File: config.mk
export PLATFORM = sky130hd
export DESIGN_NAME = mem_burst_sequencer
export DESIGN_NICKNAME = d
export VERILOG_FILES = /design/src/rtl/mem_burst_sequencer.sv
export SDC_FILE = /design/constraint.sdc
export NUM_CORES = 1
export LEC_CHECK = 0
export CORE_ASPECT_RATIO = 0.75
export CORE_MARGIN = 3
export CORE_UTILIZATION = 41
export CTS_BUF_LIST = sky130_fd_sc_hd__clkbuf_4 sky130_fd_sc_hd__clkbuf_8 sky130_fd_sc_hd__clkbuf_16
export DETAILED_ROUTE_END_ITERATION = 8
export SLEW_MARGIN = 20
export SYNTH_ARGS = -nofsm -noshare
export SYNTH_HDL_FRONTEND = slang
export SYNTH_SLANG_ARGS = --single-unit
File: constraint.sdc
create_clock -name clk -period 11.75 [get_ports clk]
set_input_delay 2.35 -clock clk [delete_from_list [all_inputs] [get_ports clk]]
set_output_delay 2.35 -clock clk [all_outputs]
set_load 0.01 [all_outputs]
File: src/rtl/mem_burst_sequencer.sv
// Burst sequencer between the CPU memory request stream and a single-beat, in-order DRAM port.
// Read bursts expand into word commands; returned data lands in a credit-protected response FIFO.
module mem_burst_sequencer #(
   parameter int ADDR_WIDTH = 64,
   parameter int DATA_WIDTH = 64,
   parameter int RESP_DEPTH = 8
) (
   input  logic                    clk,
   input  logic                    rst,
   input  logic                    mem_req_valid,
   output logic                    mem_req_ready,
   input  logic [ADDR_WIDTH-1:0]   mem_req_addr,
   input  logic                    mem_req_we,
   input  logic [DATA_WIDTH-1:0]   mem_req_wdata,
   input  logic [DATA_WIDTH/8-1:0] mem_req_be,
   input  logic [2:0]              mem_req_burst_len,
   output logic                    mem_resp_valid,
   input  logic                    mem_resp_ready,
   output logic [DATA_WIDTH-1:0]   mem_resp_rdata,
   output logic                    dram_cmd_valid,
   input  logic                    dram_cmd_ready,
   output logic [ADDR_WIDTH-1:0]   dram_cmd_addr,
   output logic                    dram_cmd_we,
   output logic [DATA_WIDTH-1:0]   dram_cmd_wdata,
   output logic [DATA_WIDTH/8-1:0] dram_cmd_be,
   input  logic                    dram_rd_valid,
   input  logic [DATA_WIDTH-1:0]   dram_rd_data,
   output logic                    busy
);

   localparam int BE_W  = DATA_WIDTH / 8;
   localparam int CNT_W = $clog2(RESP_DEPTH + 1);
   localparam int PTR_W = (RESP_DEPTH > 1) ? $clog2(RESP_DEPTH) : 1;
   localparam logic [ADDR_WIDTH-1:0] STRIDE = ADDR_WIDTH'(BE_W);

   typedef enum logic [1:0] {IDLE, RD_ISSUE, WR_ISSUE} state_t;

   state_t                  state_q;
   logic                    reqReady_q;
   logic [ADDR_WIDTH-1:0]   curAddr_q;
   logic [DATA_WIDTH-1:0]   wdata_q;
   logic [BE_W-1:0]         be_q;
   logic [3:0]              beatsLeft_q;
   logic [CNT_W-1:0]        outstanding_q, outstanding_d;
   logic [CNT_W-1:0]        fifoCount_q, fifoCount_d;
   logic [PTR_W-1:0]        wrPtr_q, rdPtr_q;
   logic [DATA_WIDTH-1:0]   fifoMem_q [RESP_DEPTH];

   logic reqFire, cmdFire, credit, issue, push, pop;

   // Credit counts both in-flight reads and buffered beats, so every issued read has a FIFO slot.
   assign credit  = ({1'b0, outstanding_q} + {1'b0, fifoCount_q}) < (CNT_W+1)'(RESP_DEPTH);
   assign reqFire = mem_req_valid && reqReady_q;
   assign cmdFire = dram_cmd_valid && dram_cmd_ready;
   assign issue   = cmdFire && (state_q == RD_ISSUE);
   assign push    = dram_rd_valid && (outstanding_q != '0);
   assign pop     = (fifoCount_q != '0) && mem_resp_ready;

   assign mem_req_ready  = reqReady_q;
   assign dram_cmd_valid = (state_q == WR_ISSUE) || ((state_q == RD_ISSUE) && credit);
   assign dram_cmd_addr  = curAddr_q;
   assign dram_cmd_we    = (state_q == WR_ISSUE);
   assign dram_cmd_wdata = wdata_q;
   assign dram_cmd_be    = (state_q == RD_ISSUE) ? {BE_W{1'b1}} : be_q;
   assign mem_resp_valid = (fifoCount_q != '0);
   assign mem_resp_rdata = (fifoCount_q != '0) ? fifoMem_q[rdPtr_q] : '0;
   assign busy           = (state_q != IDLE) || (outstanding_q != '0) || (fifoCount_q != '0);

   // Request FSM: accepts one request in IDLE, then issues its beats without waiting for data.
   always_ff @(posedge clk) begin
      if (rst) begin
         state_q     <= IDLE;
         reqReady_q  <= 1'b0;
         curAddr_q   <= '0;
         wdata_q     <= '0;
         be_q        <= '0;
         beatsLeft_q <= '0;
      end else begin
         case (state_q)
            IDLE: begin
               reqReady_q <= 1'b1;
               if (reqFire) begin
                  curAddr_q   <= mem_req_addr;
                  wdata_q     <= mem_req_wdata;
                  be_q        <= mem_req_be;
                  beatsLeft_q <= {1'b0, mem_req_burst_len} + 4'd1;
                  reqReady_q  <= 1'b0;
                  state_q     <= mem_req_we ? WR_ISSUE : RD_ISSUE;
               end
            end
            RD_ISSUE: begin
               if (cmdFire) begin
                  curAddr_q   <= curAddr_q + STRIDE;
                  beatsLeft_q <= beatsLeft_q - 4'd1;
                  if (beatsLeft_q == 4'd1) begin
                     state_q    <= IDLE;
                     reqReady_q <= 1'b1;
                  end
               end
            end
            WR_ISSUE: begin
               if (cmdFire) begin
                  state_q    <= IDLE;
                  reqReady_q <= 1'b1;
               end
            end
            default: state_q <= IDLE;
         endcase
      end
   end

   always_comb begin
      outstanding_d = outstanding_q + CNT_W'(issue) - CNT_W'(push);
      fifoCount_d   = fifoCount_q + CNT_W'(push) - CNT_W'(pop);
   end

   // Returns arriving with nothing outstanding are leftovers from before a reset and are dropped.
   always_ff @(posedge clk) begin
      if (rst) begin
         outstanding_q <= '0;
         fifoCount_q   <= '0;
         wrPtr_q       <= '0;
         rdPtr_q       <= '0;
      end else begin
         outstanding_q <= outstanding_d;
         fifoCount_q   <= fifoCount_d;
         if (push) wrPtr_q <= (wrPtr_q == PTR_W'(RESP_DEPTH-1)) ? '0 : wrPtr_q + 1'b1;
         if (pop)  rdPtr_q <= (rdPtr_q == PTR_W'(RESP_DEPTH-1)) ? '0 : rdPtr_q + 1'b1;
      end
   end

   always_ff @(posedge clk) begin
      if (push) fifoMem_q[wrPtr_q] <= dram_rd_data;
   end

endmodule

==> impl_results.md, run 1 <==
* Most numerous cell on the critical path: buf_4
* Clock Tree Buf Depth at 3
* Synth Net Count at 2132
* GRT Overall Usage at 21.2%
* Avg WL per Cell at 23.3 microns
* PortBufs at 414
* Yosys warning total at 0
* Num Clock Sinks at 672
* Slowest stage cell on the critical path: buf_4
* DIE HEIGHT at 230 microns
* LEAKAGE at 0.0112 uW
* Register area share after synthesis at 67.5%
* Area of the mapped netlist at 27500 sq um
* Synth top area share at 55.9%
* WL final at 75.3 mm
* Fmax at 159 MHz
* Yosys top cell by area: edfxtp_1
* IO Count at 415
* Pre-antenna DRT Iters at 7
* Clock root buffer master: clkbuf_16
* Max Slew Vio Count at 0
* Initial core utilization at 41.8%
* Hold Slack at 447 ps
* Largest family of logic cells by synthesized area: multiplexers
* Max Cap Violations at 0
* Max incr delay on CP at 770 ps
* TNS Setup at 0 ps
* Die Footprint at 70300 sq um
* Post-route ant nets at 0
* M2 GR Usage at 34.2%
* Seq cells post-synth at 672
* Fraction of layout instances using a drive strength above 1 at 13.7%
* Crit-path max FO at 53
* Core area at 65800 sq um
* Most frequent cell after synthesis: edfxtp_1
* CTS buffer count at 70
* WS Path Type: register to primary output
* Synth top area cells: edfxtp_1, dfxtp_1, mux4_2
* RSZ-0062 raised after global routing: false
* Mapped Cells at 1896
* Antenna violations before repair at 7
* Critical Path RT at 9400 ps
* Crit path cell chain: buf_4, buf_4, mux4_2, mux2i_1, nor2_1, clkdlybuf4s50_1
* Worst VDD drop at 0.000139 V
* Syn-to-layout area delta at 27.0%
* Reg clk slew, reported paths at 60 ps
* Layout Utilization at 53.1%
* Compound-Gate Fraction of Synth Area at 6.28%
* Pin count of the biggest net entering global routing at 80
* DP Wirelength at 46.5 mm
* Vias at 17900
* Worst slew pin tran at 1070 ps
* Main synth FF type: edfxtp_1
* Minimum clock period after layout at 6290 ps
* Post-route DRC at 0
* CTS tree: done
* Post-cts repair resize count at 0
* Post-synthesis async set-or-reset flop share at 0%
* Clock Skew at 14.5 ps
* Startpoint Class: register
* # rows at 81
* First-pass GRT wire length at 115 mm
* # Post-CTS Setup Buffers at 0
* Pwr Density at 192 nW/um^2
* Global routing usage on met3 at 4.16%
* Die Wd at 305 microns
* Hold Vio Cnt, Final at 0
* Synth Area in Adders at 1.24%
* Grt total ovfl at 0
* HP Class: register to register
* Number of synthesized flops with an enable pin at 512
* Slew HR at 28.4%
* Commonest cells in the netlist: edfxtp_1, nand2_1, dfxtp_1
* Via-to-Cell Ratio at 5.53
* Beginning of the worst hold path: be_q[3]
* CP bufs+invs at 3
* Register Area at 18600 sq um
* Mux share of post-synthesis cell area at 13.1%
* CTS hold repair buffers at 0
* Status: finished clean
* H-tree depth at 3
* Area taken by multi-input logic gates at 8410 sq um
* Cell family with most CP delay: buffers and inverters
* Synth Area in Simple Gates at 9.49%
* Final setup violation count at 0
* Met1 usage at 29.5%
* Filler cell count at 5405
* Critical path capture point type: primary output
* Nets@finish at 2539
* DR iter-0 viols at 1393
* GP Congestion at 0.901
* Post-route clock period utilization at 53.6%
* Number of distinct library cells after synthesis at 70
* Vias in the first global route at 18000
* Critical path data arrival time at 3940 ps
* Mean area per synthesized cell at 14.5 sq um
* Clock latency on the worst-skew pair at 610 ps
* XOR/XNOR share of the synthesized area at 0.159%
* Top Usage Layer GRT: met2
* RR Startpoint: outstanding_q[2]
[logic make-up (layout without fill, tap and decap cells)]
kind of cell / Yosys count / count (layout)
XOR/XNOR: 5 / 5
adder cells (fa/ha/maj): 26 / 26
AO/OA/AOI/OAI: 281 / 281
other: 0 / 4
flip-flops: 672 / 672
AND/OR/NAND/NOR: 559 / 559
multiplexers: 201 / 201
buffers and inverters: 152 / 613
[tightest hold or removal path, delay by kind of cell, from the launching register on]
| family | cells | cell delay, ps |
|---|---|---|
| AOI/OAI and AO/OA | 1 | 50 |
| DFF | 1 | 300 |
| and+or+nand+nor | 1 | 50 |
[path summary, 6_finish.rpt]
| check | endpoint | slack, ps | cells past startpoint |
|---|---|---|---|
| worst min-delay path | be_q[3] | 450 | 2 |
| worst max register to register | fifoMem_q[7][5] | 8390 | 8 |
| worst min register to register | be_q[3] | 450 | 2 |
| worst max-delay path | mem_resp_rdata[2] | 5460 | 6 |
[cell type report]
| cell class | instances | share of cell area [%] |
|---|---|---|
| inverters | 39 | 0.419 |
| repair buffers | 448 | 12.7 |
| flip-flops and latches | 672 | 53.2 |
| multi-input cells | 1072 | 24.1 |
| clock inverters | 41 | 1.17 |
| clock buffers | 85 | 5.35 |
| diodes | 4 | 0.0286 |
| well taps | 871 | 3.12 |
[per-layer routing]
metal	vias up	share of wire, %
met5	-	0.046
met4	6	2.3
met3	122	6.1
met2	567	47
met1	9114	44
li1	8077	-
[sequential cells by signal, indices dropped and copies added, names as in the netlist, named ones only]
signal          cells
be_q                8
wrPtr_q             3
outstanding_q       4
fifoCount_q         4
mem_req_ready       1
dram_cmd_wdata     64
state_q             2
fifoMem_q         512
rdPtr_q             3
beatsLeft_q         4
dram_cmd_addr      64
[power breakdown]
part,switching [uW],internal (uW)
Clock,943,1240
Sequential,120,2750
Combinational,852,815
Total,1910,4810
[through the flow]
| stage | cell area [sq um] | cells | worst slack, ps | power [uW] |
|---|---|---|---|---|
| 2_1_floorplan | 27500 | 1896 | 1880 | 3810 |
| 3_3_place_gp | 32600 | 3100 | 5840 | 4590 |
| 3_5_place_dp | 32600 | 3100 | 5810 | 4610 |
| 4_1_cts | 34900 | 3226 | 5130 | 6810 |
| 5_1_grt | 35000 | 3231 | 5180 | 7050 |
| 6_report | 35000 | 3232 | 5460 | 6730 |
[cells in the final DEF (no fill, tap or decap), types with 30 or more instances in the layout]
cell / instances
clkdlybuf4s50_1: 413
nand3_1: 30
dfxtp_1: 157
edfxtp_1: 512
a21oi_1: 132
o21ai_0: 43
clkbuf_16: 70
nor2_1: 123
nand2_1: 235
mux4_2: 128
mux2i_1: 73
nor3_1: 36
buf_4: 33
inv_1: 38
Note: power is estimated with default switching activity, not from simulation.
==> run 2: changes to the inputs <==
==> constraint.sdc (replaced) <==
create_clock -name clk -period 6.4 [get_ports clk]
set_input_delay 1.28 -clock clk [delete_from_list [all_inputs] [get_ports clk]]
set_output_delay 1.28 -clock clk [all_outputs]
set_load 0.01 [all_outputs]
==> impl_results.md, run 2 (synthesis results as in run 1) <==
* Avg WL per Cell at 22.9 microns (-1.5%)
* PortBufs at 414 (unchanged)
* LEAKAGE at 0.0112 uW (about the same)
* Antenna violations before repair at 12 (+5)
* Slowest stage cell on the critical path: dfxtp_4
* Status: finished clean
* Max Cap Violations at 0 (unchanged)
* Cell Count, Final, Fillers Out at 3226 (-0.19%)
* Max reg flops at 512 (unchanged)
* Worst Hold End: be_q[6]
* Slew HR at 27.7% (-0.71 points)
* H-tree depth at 3 (unchanged)
* Clock root buffer master: clkbuf_16
* CTS hold repair buffers at 0 (unchanged)
* Number of cells on the critical path at 5 (-1)
* Reg clk slew, reported paths at 60 ps (about the same)
* Post-route DRC at 0 (unchanged)
* Nets@finish at 2538 (-0.039%)
* WS Path Type: register to primary output
* Crit path cell chain: buf_12, mux4_2, mux2i_1, nor2_1, clkdlybuf4s50_1
* Final setup violation count at 0 (unchanged)
* Cell family with most CP delay: flip-flops
* HP Class: register to register
* Max incr delay on CP at 930 ps (+160 ps)
* CTS tree: done
* Pre-antenna DRT Iters at 5 (-2)
* Vias at 17900 (+0.19%)
* Commonest non-fill, non-tap cell in the layout: edfxtp_1
* Syn-to-layout area delta at 27.3%
* RR Startpoint: outstanding_q[2]
* CTS buffer count at 71 (+1.4%)
* Pwr Density at 351 nW/um^2 (+82%)
* Hold Slack at 450 ps (+3.10 ps)
* Internal power at 8860 uW (+84%)
* Hold Vio Cnt, Final at 0 (unchanged)
* # Post-CTS Setup Buffers at 0 (unchanged)
* Critical path capture point type: primary output
* GP Congestion at 0.861 (-4.4%)
* Clock Skew at 32.1 ps (+17.6 ps)
* Commonest non-fill, non-tap cells in the layout: edfxtp_1, clkdlybuf4s50_1, nand2_1
* TNS Setup at 0 ps (unchanged)
* Fraction of layout instances using a drive strength above 1 at 13.4% (-0.34 points)
* Clock share of power at 32.4% (about the same)
* Pin count of the biggest net entering global routing at 88 (+10%)
* Switching pwr at 3450 uW (+80%)
* DIE HEIGHT at 230 microns (unchanged)
* Post-route ant nets at 0 (unchanged)
* Vias in the first global route at 18000 (+0.078%)
* R2R depth at 8 (unchanged)
* Initial core utilization at 41.8% (unchanged)
* WL final at 74.0 mm (-1.7%)
* PnR worst setup slack at 1730 ps (-3730 ps)
* Critical Path RT at 5120 ps (-4280 ps)
* RSZ-0062 raised after global routing: false
* Startpoint Class: register
* Worst VDD drop at 0.000192 V (+38%)
* Fmax at 214 MHz
* Worst slew pin tran at 1080 ps (+8.03 ps)
* # rows at 81 (unchanged)
* Max Slew Vio Count at 0 (unchanged)
* DR iter-0 viols at 1270 (-8.8%)
* Num Clock Sinks at 672 (unchanged)
* GRT Overall Usage at 20.8% (-0.37 points)
* Clock Tree Buf Depth at 3 (unchanged)
* Clock latency on the worst-skew pair at 620 ps (about the same)
* First-pass GRT wire length at 112 mm (-1.9%)
* Via-to-Cell Ratio at 5.55 (+0.38%)
* Overall power at 12300 uW (+83%)
* Die Wd at 305 microns (unchanged)
* Biggest register: fifoMem_q
* DP Worst Slack at 1830 ps (-3980 ps)
* CP bufs+invs at 2 (-1)
* Post-cts repair resize count at 0 (unchanged)
* Critical path data arrival time at 3390 ps (-550 ps)
* Filler cell count at 5438 (+0.61%)
* Beginning of the worst hold path: be_q[6]
* Switching part of the total at 28.0% (-0.47 points)
* Post-route clock period utilization at 73.0%
* Worst r2r dst: fifoMem_q[7][19]
* R2r setup slk at 3050 ps (-5340 ps)
* Crit-path max FO at 42 (-21%)
* Minimum clock period after layout at 4670 ps
* Core area at 65800 sq um (unchanged)
* Dpl cells at 3100 (unchanged)
* Die Footprint at 70300 sq um (unchanged)
* Sequential share of power at 43.1% (+0.4 points)
* Grt total ovfl at 0 (unchanged)
* DP Wirelength at 46.7 mm (+0.27%)
* IO Count at 415 (unchanged)
* Hold Crit Depth at 2 (unchanged)
* Combinational share of power at 24.5% (-0.3 points)
==> run 2: worst reg2reg max path: stages (launching register included) <==
cell and delay, ps:
dfxtp_1 330, inv_1 60, ha_1 180, nor3b_1 150, nand2b_1 400, inv_1 290, nand2_1 270, nor2_4 910
buf_12 370
==> run 2: cell type report <==
type / instances / area [sq um] / area share (%)
multi-input combinational: 1072 / 8460 / 24.1
clock inverter: 25 / 267 / 0.761
inverter: 39 / 146 / 0.418
sequential: 672 / 18600 / 53.0
clock buffer: 95 / 2010 / 5.74
timing repair buffer: 446 / 4470 / 12.8
tap: 871 / 1090 / 3.11
antenna: 6 / 15.0 / 0.0428
==> run 2: per-stage QoR <==
step           util (%)  area [sq um]
2_1_floorplan         -         27600
3_3_place_gp       49.8         32800
3_5_place_dp       49.8         32800
4_1_cts            53.3         35000
5_1_grt            53.3         35000
6_report           53.3         35000
==> run 2: worst max-delay path by stage <==
stage / start / to / slack [ps]
6_report: register / mem_resp_rdata[14] / 1730
5_1_grt: register / mem_resp_rdata[61] / 1420
4_1_cts: register / mem_resp_rdata[61] / 1560
3_5_place_dp: dram_rd_valid / fifoMem_q[7][52] / 1830
3_3_place_gp: dram_rd_valid / fifoMem_q[7][44] / 1850
2_1_floorplan: dram_rd_valid / fifoMem_q[2][0] / 780
==> run 2: metal layers <==
layer	part of all wire (%)	wire [microns]	track usage [%]	up-vias
met5	0.14	105	0	-
met3	6.8	5000	5.04	126
li1	-	-	-	8077
met4	2.6	1900	6.17	14
met1	44	32700	28.6	9101
met2	46	34400	33.2	602
==> run 2: power by group through the flow <==
stage	clock network (uW)	registers (uW)	logic [uW]
6_report	3990	5300	3020
5_1_grt	4270	5340	3270
4_1_cts	4090	5310	3090
3_5_place_dp	0	5400	3060
3_3_place_gp	0	5370	3050
2_1_floorplan	0	5330	1650
